--- config.mk ---
export PLATFORM = sky130hd
export DESIGN_NAME = ula_seq
export DESIGN_NICKNAME = d
export VERILOG_FILES = /design/src/rtl/ula_pkg.sv /design/src/rtl/ula_iter.sv /design/src/rtl/ula_seq.sv
export SDC_FILE = /design/constraint.sdc
export NUM_CORES = 1
export LEC_CHECK = 0
export ABC_AREA = 1
export CAP_MARGIN = 20
export CELL_PAD_IN_SITES_DETAIL_PLACEMENT = 0
export CELL_PAD_IN_SITES_GLOBAL_PLACEMENT = 1
export CORE_MARGIN = 5
export CORE_UTILIZATION = 44
export CTS_CLUSTER_DIAMETER = 120
export DETAILED_ROUTE_END_ITERATION = 16
export HOLD_SLACK_MARGIN = 0.08
export PLACE_DENSITY = 0.88
export SETUP_SLACK_MARGIN = 0.4
export SLEW_MARGIN = 10
export SYNTH_ARGS = -nofsm -noshare
export SYNTH_HDL_FRONTEND = slang
export SYNTH_SLANG_ARGS = --single-unit
--- constraint.sdc ---
create_clock -name clk -period 3.3 [get_ports clk]
set_clock_uncertainty 0.15 [all_clocks]
set_input_delay 0.33 -clock clk [delete_from_list [all_inputs] [get_ports clk]]
set_output_delay 0.33 -clock clk [all_outputs]
set_load 0.05 [all_outputs]
--- src/rtl/ula_pkg.sv ---
// Shared opcode/state encodings and sizing helper for the ula_seq ALU.
package ula_pkg;

    typedef enum logic [2:0] {
        OP_ZERO = 3'b000,
        OP_SOMA = 3'b001,
        OP_SUB  = 3'b010,
        OP_MULT = 3'b011,
        OP_DIV  = 3'b100
    } op_e;

    typedef enum logic [1:0] {
        OCIOSO = 2'd0,
        CALC   = 2'd1,
        FIM    = 2'd2
    } state_e;

    // Counter width able to hold iteration indices 0..width-1.
    function automatic int cnt_width(input int width);
        return (width > 1) ? $clog2(width) : 1;
    endfunction

endpackage

--- src/rtl/ula_iter.sv ---
// Iterative datapath for ula_seq: shift-add multiplier and, with ULA_DIV_EN defined,
// a restoring divider sharing the counter and operand shift register.
module ula_iter
    import ula_pkg::*;
#(
    parameter int WIDTH = 4
) (
    input  logic                 clk,
    input  logic                 reset,
    input  logic                 start,
    input  logic                 run,
`ifdef ULA_DIV_EN
    input  logic                 div_mode,
`endif
    input  logic [WIDTH-1:0]     op_a,
    input  logic [WIDTH-1:0]     op_b,
    output logic                 last,
    output logic [2*WIDTH-1:0]   res_nxt
);
    localparam int RW    = 2 * WIDTH;
    localparam int CNT_W = cnt_width(WIDTH);
    localparam logic [CNT_W-1:0] CNT_LAST = CNT_W'(WIDTH - 1);

    logic [CNT_W-1:0] cnt_q, cnt_d;
    logic [RW-1:0]    acc_q, acc_d;
    logic [RW-1:0]    mcand_q, mcand_d;
    logic [WIDTH-1:0] shf_q, shf_d;
`ifdef ULA_DIV_EN
    logic             div_q, div_d;
    logic [WIDTH-1:0] rem_q, rem_d;
    logic [WIDTH-1:0] dvsr_q, dvsr_d;
    logic [WIDTH:0]   trial;
`endif

    always_comb begin
        cnt_d   = cnt_q;
        acc_d   = acc_q;
        mcand_d = mcand_q;
        shf_d   = shf_q;
`ifdef ULA_DIV_EN
        div_d   = div_q;
        rem_d   = rem_q;
        dvsr_d  = dvsr_q;
        trial   = '0;
`endif
        if (start) begin
            cnt_d   = '0;
            acc_d   = '0;
            mcand_d = RW'(op_a);
            shf_d   = op_b;
`ifdef ULA_DIV_EN
            div_d   = div_mode;
            rem_d   = '0;
            dvsr_d  = op_b;
            if (div_mode) shf_d = op_a;
`endif
        end else if (run) begin
            cnt_d = cnt_q + 1'b1;
`ifdef ULA_DIV_EN
            if (div_q) begin
                // Shift the next dividend bit into the remainder and keep the trial only if non-negative.
                trial = {rem_q, shf_q[WIDTH-1]} - {1'b0, dvsr_q};
                if (!trial[WIDTH]) begin
                    rem_d = trial[WIDTH-1:0];
                    shf_d = {shf_q[WIDTH-2:0], 1'b1};
                end else begin
                    rem_d = {rem_q[WIDTH-2:0], shf_q[WIDTH-1]};
                    shf_d = {shf_q[WIDTH-2:0], 1'b0};
                end
            end else
`endif
            begin
                if (shf_q[0]) acc_d = acc_q + mcand_q;
                mcand_d = mcand_q << 1;
                shf_d   = shf_q >> 1;
            end
        end
    end

    // The last step's outcome is forwarded combinationally so the FSM can register it on the same edge.
    always_comb begin
        last    = (cnt_q == CNT_LAST);
        res_nxt = acc_d;
`ifdef ULA_DIV_EN
        if (div_q) res_nxt = {rem_d, shf_d};
`endif
    end

    always_ff @(posedge clk) begin
        if (reset) begin
            cnt_q   <= '0;
            acc_q   <= '0;
            mcand_q <= '0;
            shf_q   <= '0;
`ifdef ULA_DIV_EN
            div_q   <= 1'b0;
            rem_q   <= '0;
            dvsr_q  <= '0;
`endif
        end else begin
            cnt_q   <= cnt_d;
            acc_q   <= acc_d;
            mcand_q <= mcand_d;
            shf_q   <= shf_d;
`ifdef ULA_DIV_EN
            div_q   <= div_d;
            rem_q   <= rem_d;
            dvsr_q  <= dvsr_d;
`endif
        end
    end

endmodule

--- src/rtl/ula_seq.sv ---
// Sequential ALU (zero/add/sub/mult, plus div when ULA_DIV_EN is defined) with a
// three-state FSM driving the ula_iter datapath; all outputs are registered.
module ula_seq
    import ula_pkg::*;
#(
    parameter int WIDTH = 4
) (
    input  logic                 clk,
    input  logic                 reset,
    input  logic [WIDTH-1:0]     num1,
    input  logic [WIDTH-1:0]     num2,
    input  logic [2:0]           operacao,
    input  logic                 inicio,
    output logic [2*WIDTH-1:0]   resultado,
    output logic                 pronto,
    output logic                 ocupado,
    output logic                 erro
);
    localparam int RW = 2 * WIDTH;

    state_e        state_q, state_d;
    logic [RW-1:0] resultado_q, resultado_d;
    logic          pronto_q, pronto_d;
    logic          ocupado_q, ocupado_d;
    logic          erro_q, erro_d;
    logic          accept;
    logic          iter_start;
    logic          iter_last;
    logic [RW-1:0] iter_res;
`ifdef ULA_DIV_EN
    logic          iter_div;
`endif

    ula_iter #(.WIDTH(WIDTH)) u_iter (
        .clk      (clk),
        .reset    (reset),
        .start    (iter_start),
        .run      (state_q == CALC),
`ifdef ULA_DIV_EN
        .div_mode (iter_div),
`endif
        .op_a     (num1),
        .op_b     (num2),
        .last     (iter_last),
        .res_nxt  (iter_res)
    );

    always_comb begin
        state_d     = state_q;
        resultado_d = resultado_q;
        erro_d      = erro_q;
        iter_start  = 1'b0;
`ifdef ULA_DIV_EN
        iter_div    = 1'b0;
`endif
        accept = inicio && (state_q != CALC);
        if (state_q == CALC) begin
            if (iter_last) begin
                state_d     = FIM;
                resultado_d = iter_res;
                erro_d      = 1'b0;
            end
        end else if (accept) begin
            state_d = FIM;
            erro_d  = 1'b0;
            case (op_e'(operacao))
                OP_ZERO: resultado_d = '0;
                OP_SOMA: resultado_d = RW'(num1) + RW'(num2);
                OP_SUB:  resultado_d = RW'(num1) - RW'(num2);
                OP_MULT: begin
                    state_d    = CALC;
                    iter_start = 1'b1;
                    erro_d     = erro_q;
                end
`ifdef ULA_DIV_EN
                OP_DIV: begin
                    if (num2 == '0) begin
                        resultado_d = {num1, {WIDTH{1'b1}}};
                        erro_d      = 1'b1;
                    end else begin
                        state_d    = CALC;
                        iter_start = 1'b1;
                        iter_div   = 1'b1;
                        erro_d     = erro_q;
                    end
                end
`endif
                default: begin
                    resultado_d = '0;
                    erro_d      = 1'b1;
                end
            endcase
        end else begin
            state_d = OCIOSO;
        end
        pronto_d  = (state_d == FIM);
        ocupado_d = (state_d == CALC);
    end

    always_ff @(posedge clk) begin
        if (reset) begin
            state_q     <= OCIOSO;
            resultado_q <= '0;
            pronto_q    <= 1'b0;
            ocupado_q   <= 1'b0;
            erro_q      <= 1'b0;
        end else begin
            state_q     <= state_d;
            resultado_q <= resultado_d;
            pronto_q    <= pronto_d;
            ocupado_q   <= ocupado_d;
            erro_q      <= erro_d;
        end
    end

    assign resultado = resultado_q;
    assign pronto    = pronto_q;
    assign ocupado   = ocupado_q;
    assign erro      = erro_q;

endmodule

# Word level (Yosys, flattened, before mapping)
# Cells that the tools add are included.
# word_totals
inputBits	14
wordCells	53
output_inout_bits	11
regBits	35
# classes
n_reduce_logical	7
n_mux	22
add_sub_neg	4
eq_ne	10
# ops
cell	n
two-way mux 8 bit	6
one-hot mux 8 bit (3 select lines)	1
two-way mux 4 bit	4
adder 8 bit	1
two-way mux 2 bit	4
equality test 3 x 2 -> 1 bit (second input constant)	2
two-way mux 1 bit	6
adder 4 x 4 -> 5 bit	1
subtractor 4 x 4 -> 5 bit	1
equality test 2 x 1 -> 1 bit (second input constant)	2
equality test 2 bit (second input constant)	2
inequality test 2 x 1 -> 1 bit (second input constant)	2
nonzero test 2 bit	2
equality test 3 x 1 -> 1 bit (second input constant)	1
logical NOT 3 bit	1
AND reduction 3 bit	1
OR reduction 3 bit	1
adder 2 x 1 -> 2 bit (second input constant)	1
inequality test 2 bit (second input constant)	1
one-hot mux 1 bit (2 select lines)	1
OR reduction 2 bit	1
logical AND 1 bit	1

# Depth between registers and ports, before layout
# logic_depth
depth_word	7
ltp_mapped	10
depth_no_buf	10

# Hierarchy
# A second synthesis with hierarchy kept.
# hier_totals
cells_unflattened	293
area_unflattened_um2	2120.8
# by_module_without_submodules
mod	seq_area_each_um2	n_inst	cells_per_inst	area_each_um2
ula_iter	440.4	1	169	1244.9
ula_seq	260.2	1	124	875.8

# Worst setup path after synthesis
# OpenSTA, ideal clock, no wires.
# synth_path
path_type	input -> register
start	input port num1[0]
end	register resultado_q[2] (netlist: resultado[2])
path_buffers	0
path_slack_ps	1504
stages	9
setup_ps	132
t_arrival_ps	1513
cell_sequence	inv_1 -> ha_1 -> inv_1 -> fa_1 -> or2_2 -> a31oi_1 -> o21ai_0 -> nand3_1 -> a21oi_1
# synth_via
elab_chain_cells	4
# synth_lines
item	line	text
start: declaration	ula_seq.sv:10	input logic [WIDTH-1:0] num1,
subtractor 4 x 4 -> 5 bit or adder 4 x 4 -> 5 bit (tied branches)	ula_seq.sv:69, ula_seq.sv:68	
one-hot mux 8 bit (3 select lines) *	ula_seq.sv:66	case (op_e'(operacao))
two-way mux 8 bit *	ula_seq.sv:63	end else if (accept) begin
two-way mux 8 bit *	ula_seq.sv:57	if (state_q == CALC) begin
end signal: assignment	ula_seq.sv:109	resultado_q <= resultado_d;
end: declaration	ula_seq.sv:22	logic [RW-1:0] resultado_q, resultado_d;
# Mark *: on every way between the ends. The rest lies on a longest branch, timed or not. The select of a mux whose other input is x is not followed.
# A chain may end at the register's enable or synchronous reset.

# Final worst setup path
# layout_path
start	input port num1[0]
end	register resultado_q[5] (netlist: resultado[5])
# layout_via
elab_chain_cells	4
# layout_lines
item	line	text
subtractor 4 x 4 -> 5 bit	ula_seq.sv:69	OP_SUB: resultado_d = RW'(num1) - RW'(num2);
one-hot mux 8 bit (3 select lines)	ula_seq.sv:66	
two-way mux 8 bit	ula_seq.sv:63	
two-way mux 8 bit	ula_seq.sv:57	
# No other way between the ends. The select of a mux whose other input is x is not followed.

==> results.py <==
metrics = {
    "place": {
        "io_buffers": 24,
        "post-place-cells": 357,
        "dp_slack_ns": 0.953,
        "gp_congestion": 0.870,
        "dp_hpwl_um": 3720,
    },
    "synthesis": {
        "synth_cell_type_count": 33,
        "avgSynthCellArea_um2": 7.45,
        "syn_nets": 316,
        "ys.flop_type": "dfxtp_1",
        "syn_area_um2": 2110,
        "async_reset_ff_frac": 0,
        "yosys.area.top_type": "dfxtp_1",
        "ys_top_cells_by_area": "dfxtp_1, nand2_1, ha_1",
        "synth_top_area_frac": 0.332,
        "synth_cells": 283,
        "ys_seq_elements": 35,
        "yosys_warnings": 0,
        "synth_edf_count": 0,
        "synth-seq-area-share": 0.332,
    },
    "clocking": {
        "clk_pin_slew_worst_paths_ns": 0.08,
        "numCtsBuffers": 5,
        "cts_resized": 0,
        "cts_setup_buffers": 0,
        "cts-root-buf": "clkbuf_8",
        "cts_buffer_depth": 2,
        "clk_latency_ns": 0.29,
        "htree_num_levels": 2,
        "cts_hold_buf": 0,
        "cts_tree": "built",
        "cts_num_sinks": 35,
    },
    "flow_run": {
        "drv_cap": 0,
    },
    "floorplan": {
        "core_region_area_um2": 4690,
        "start_util": 0.449,
        "fp.dieArea_um2": 6280,
        "die_w_um": 79.2,
        "num_rows": 25,
        "ios": 25,
        "die_h_um": 79.2,
    },
    "layout": {
        "drive_gt1_frac": 0.0804,
        "layout.cells.non_filler": 365,
        "fin_util": 0.535,
        "diodes": 0,
        "num-nets-final": 343,
        "fillers": 478,
        "syn_to_final_growth_pct": 19.2,
    },
    "power": {
        "p_per_area_nw_per_um2": 396,
        "ir_drop_uv": 313,
        "total_leakage_power_nw": 1.10,
    },
    "sta": {
        "finalSetupTns_ns": 0,
        "finalHoldViolCount": 0,
        "rsz0062_at_grt": "no",
        "setup_violations": 0,
        "holdWs_ns": 0.312,
        "slew_headroom": 0.657,
        "layout_setup_ws_ns": 1.26,
        "maxSlewViolCount": 0,
        "finalCritPeriodShare": 0.617,
        "max_freq_mhz": 491,
        "worst_slew_pin_slew_ns": 0.513,
        "fin_crit_ns": 2.04,
    },
    "detailed_routing": {
        "avgViaCountPerCell": 5.01,
        "drt-pass1-iter-count": 4,
        "wl_per_cell_um": 12.8,
        "wirelength_um": 4690,
        "antenna_left": 0,
        "drc": 0,
        "drt_iter0_drc": 103,
        "vias": 1829,
    },
    "critical_path": {
        "path_cells": "clkdlybuf4s50_1 > inv_1 > ha_1 > inv_1 > fa_1 > nand2_1 > a21oi_1 > o21ai_0 > inv_1 > a21oi_1",
        "startpoint_type": "primary input",
        "cp.arrival_ns": 2.12,
        "slowest_stage": "clkdlybuf4s50_1",
        "critPathTopFamily": "buffers and inverters",
        "worst-setup-path-type": "in -> reg",
        "crit_top_cell": "inv_1",
        "max_stage_delay_ns": 0.45,
        "crit_buf_inv": 4,
        "path_max_fanout": 3,
        "required_ns": 3.38,
        "end_kind": "register",
    },
    "worst_hold_path": {
        "min_path_type": "reg -> reg",
    },
    "grt": {
        "grt_util_met2": 0.269,
        "overflow": 0,
        "antenna_found_initial": 0,
        "met1_usage": 0.222,
        "grt_pass1_wl_um": 8200,
        "grt_pass1_vias": 1771,
        "grt-busiest-layer": "met2",
        "gr-usage-all-layers": 0.168,
        "use_met3": 0.0329,
        "grt_max_degree": 28,
    },
    "run_status": {
        "status": "finished, final reports clean",
    },
}
[layout make-up]
class / instances / area [µm²] / share of cell area
timing repair buffer: 25 / 248 / 0.0986
multi-input combinational: 210 / 1250 / 0.498
clock buffer: 5 / 68.8 / 0.0274
clock inverter: 3 / 43.8 / 0.0174
sequential: 35 / 701 / 0.279
tap: 54 / 67.6 / 0.0269
inverter: 33 / 134 / 0.0533
[report_power, final]
| part | internal [W] | switching (W) |
|---|---|---|
| combinational | 0.0000596 | 0.0000994 |
| sequential | 0.000434 | 0.00000816 |
| clock | 0.000225 | 0.000169 |
[worst register-to-register path: stages, from the launching register on]
cell and delay (ns):
dfxtp_1 0.34, ha_1 0.23, fa_1 0.43, a21oi_1 0.21
xor2_1 0.17, nand2_1 0.09, nand3_1 0.08, a21oi_1 0.06
[cells by family (layout without fill, tap and decap cells)]
kind of cell / Yosys count / count (layout) / share of synthesized area
AND/OR/NAND/NOR: 133 / 133 / 0.302
AO/OA/AOI/OAI: 52 / 52 / 0.142
XOR/XNOR: 6 / 6 / 0.0249
buffers and inverters: 38 / 66 / 0.0748
flip-flops: 35 / 35 / 0.332
adder cells (fa/ha/maj): 19 / 19 / 0.123
[cell usage in the layout (no fill, tap or decap), drive strengths merged]
| cell type | instances |
|---|---|
| nand2 | 79 |
| dfxtp | 35 |
| inv | 33 |
| a21oi | 26 |
| clkdlybuf4s50 | 24 |
| nor2 | 24 |
| nand3 | 22 |
| ha | 16 |
| o21ai | 12 |
| a31oi | 5 |
| clkbuf | 5 |
| nor3 | 5 |
| o21a | 4 |
| xor2 | 3 |
| xnor2 | 3 |
| a22oi | 3 |
| fa | 3 |
| or2 | 2 |
| clkinv | 2 |
| o211ai | 1 |
| nand4 | 1 |
| a211oi | 1 |
| bufinv | 1 |
| buf | 1 |
[final timing paths]
check        depth (start not counted)           end  slack, ns         startpoint
max                                 10  resultado[5]       1.26            num1[0]
min                                  2          erro       0.31               erro
max reg2reg                          7  resultado[4]       1.43  u_iter.mcand_q[0]
min reg2reg                          2          erro       0.31               erro
[sequential cells by signal (all words and copies together), names as in the netlist]
register,flops
resultado,8
u_iter.acc_q,8
u_iter.mcand_q,8
u_iter.shf_q,4
state_q,2
u_iter.cnt_q,2
erro,1
ocupado,1
pronto,1
[per-stage QoR]
| stage | power [W] | cell area, µm² |
|---|---|---|
| after floorplan | 0.000554 | 2110 |
| after global placement | 0.000612 | 2400 |
| after detailed placement | 0.000612 | 2400 |
| after CTS | 0.00100 | 2510 |
| after global routing | 0.00104 | 2510 |
| final | 0.000996 | 2510 |
[cell usage after synthesis (all sizes together) (4+ instances only)]
library cell / instances
nand3: 22
nor2: 24
inv: 33
ha: 16
a21oi: 26
o21a: 4
o21ai: 12
a31oi: 5
nor3: 5
nand2: 79
dfxtp: 35
[layer usage]
layer / up-vias / share of wire
li1: 987 / -
met1: 805 / 0.49
met2: 26 / 0.46
met3: 11 / 0.032
met4: 0 / 0.023
met5: - / 0
Note: power is estimated with default switching activity, not from simulation.
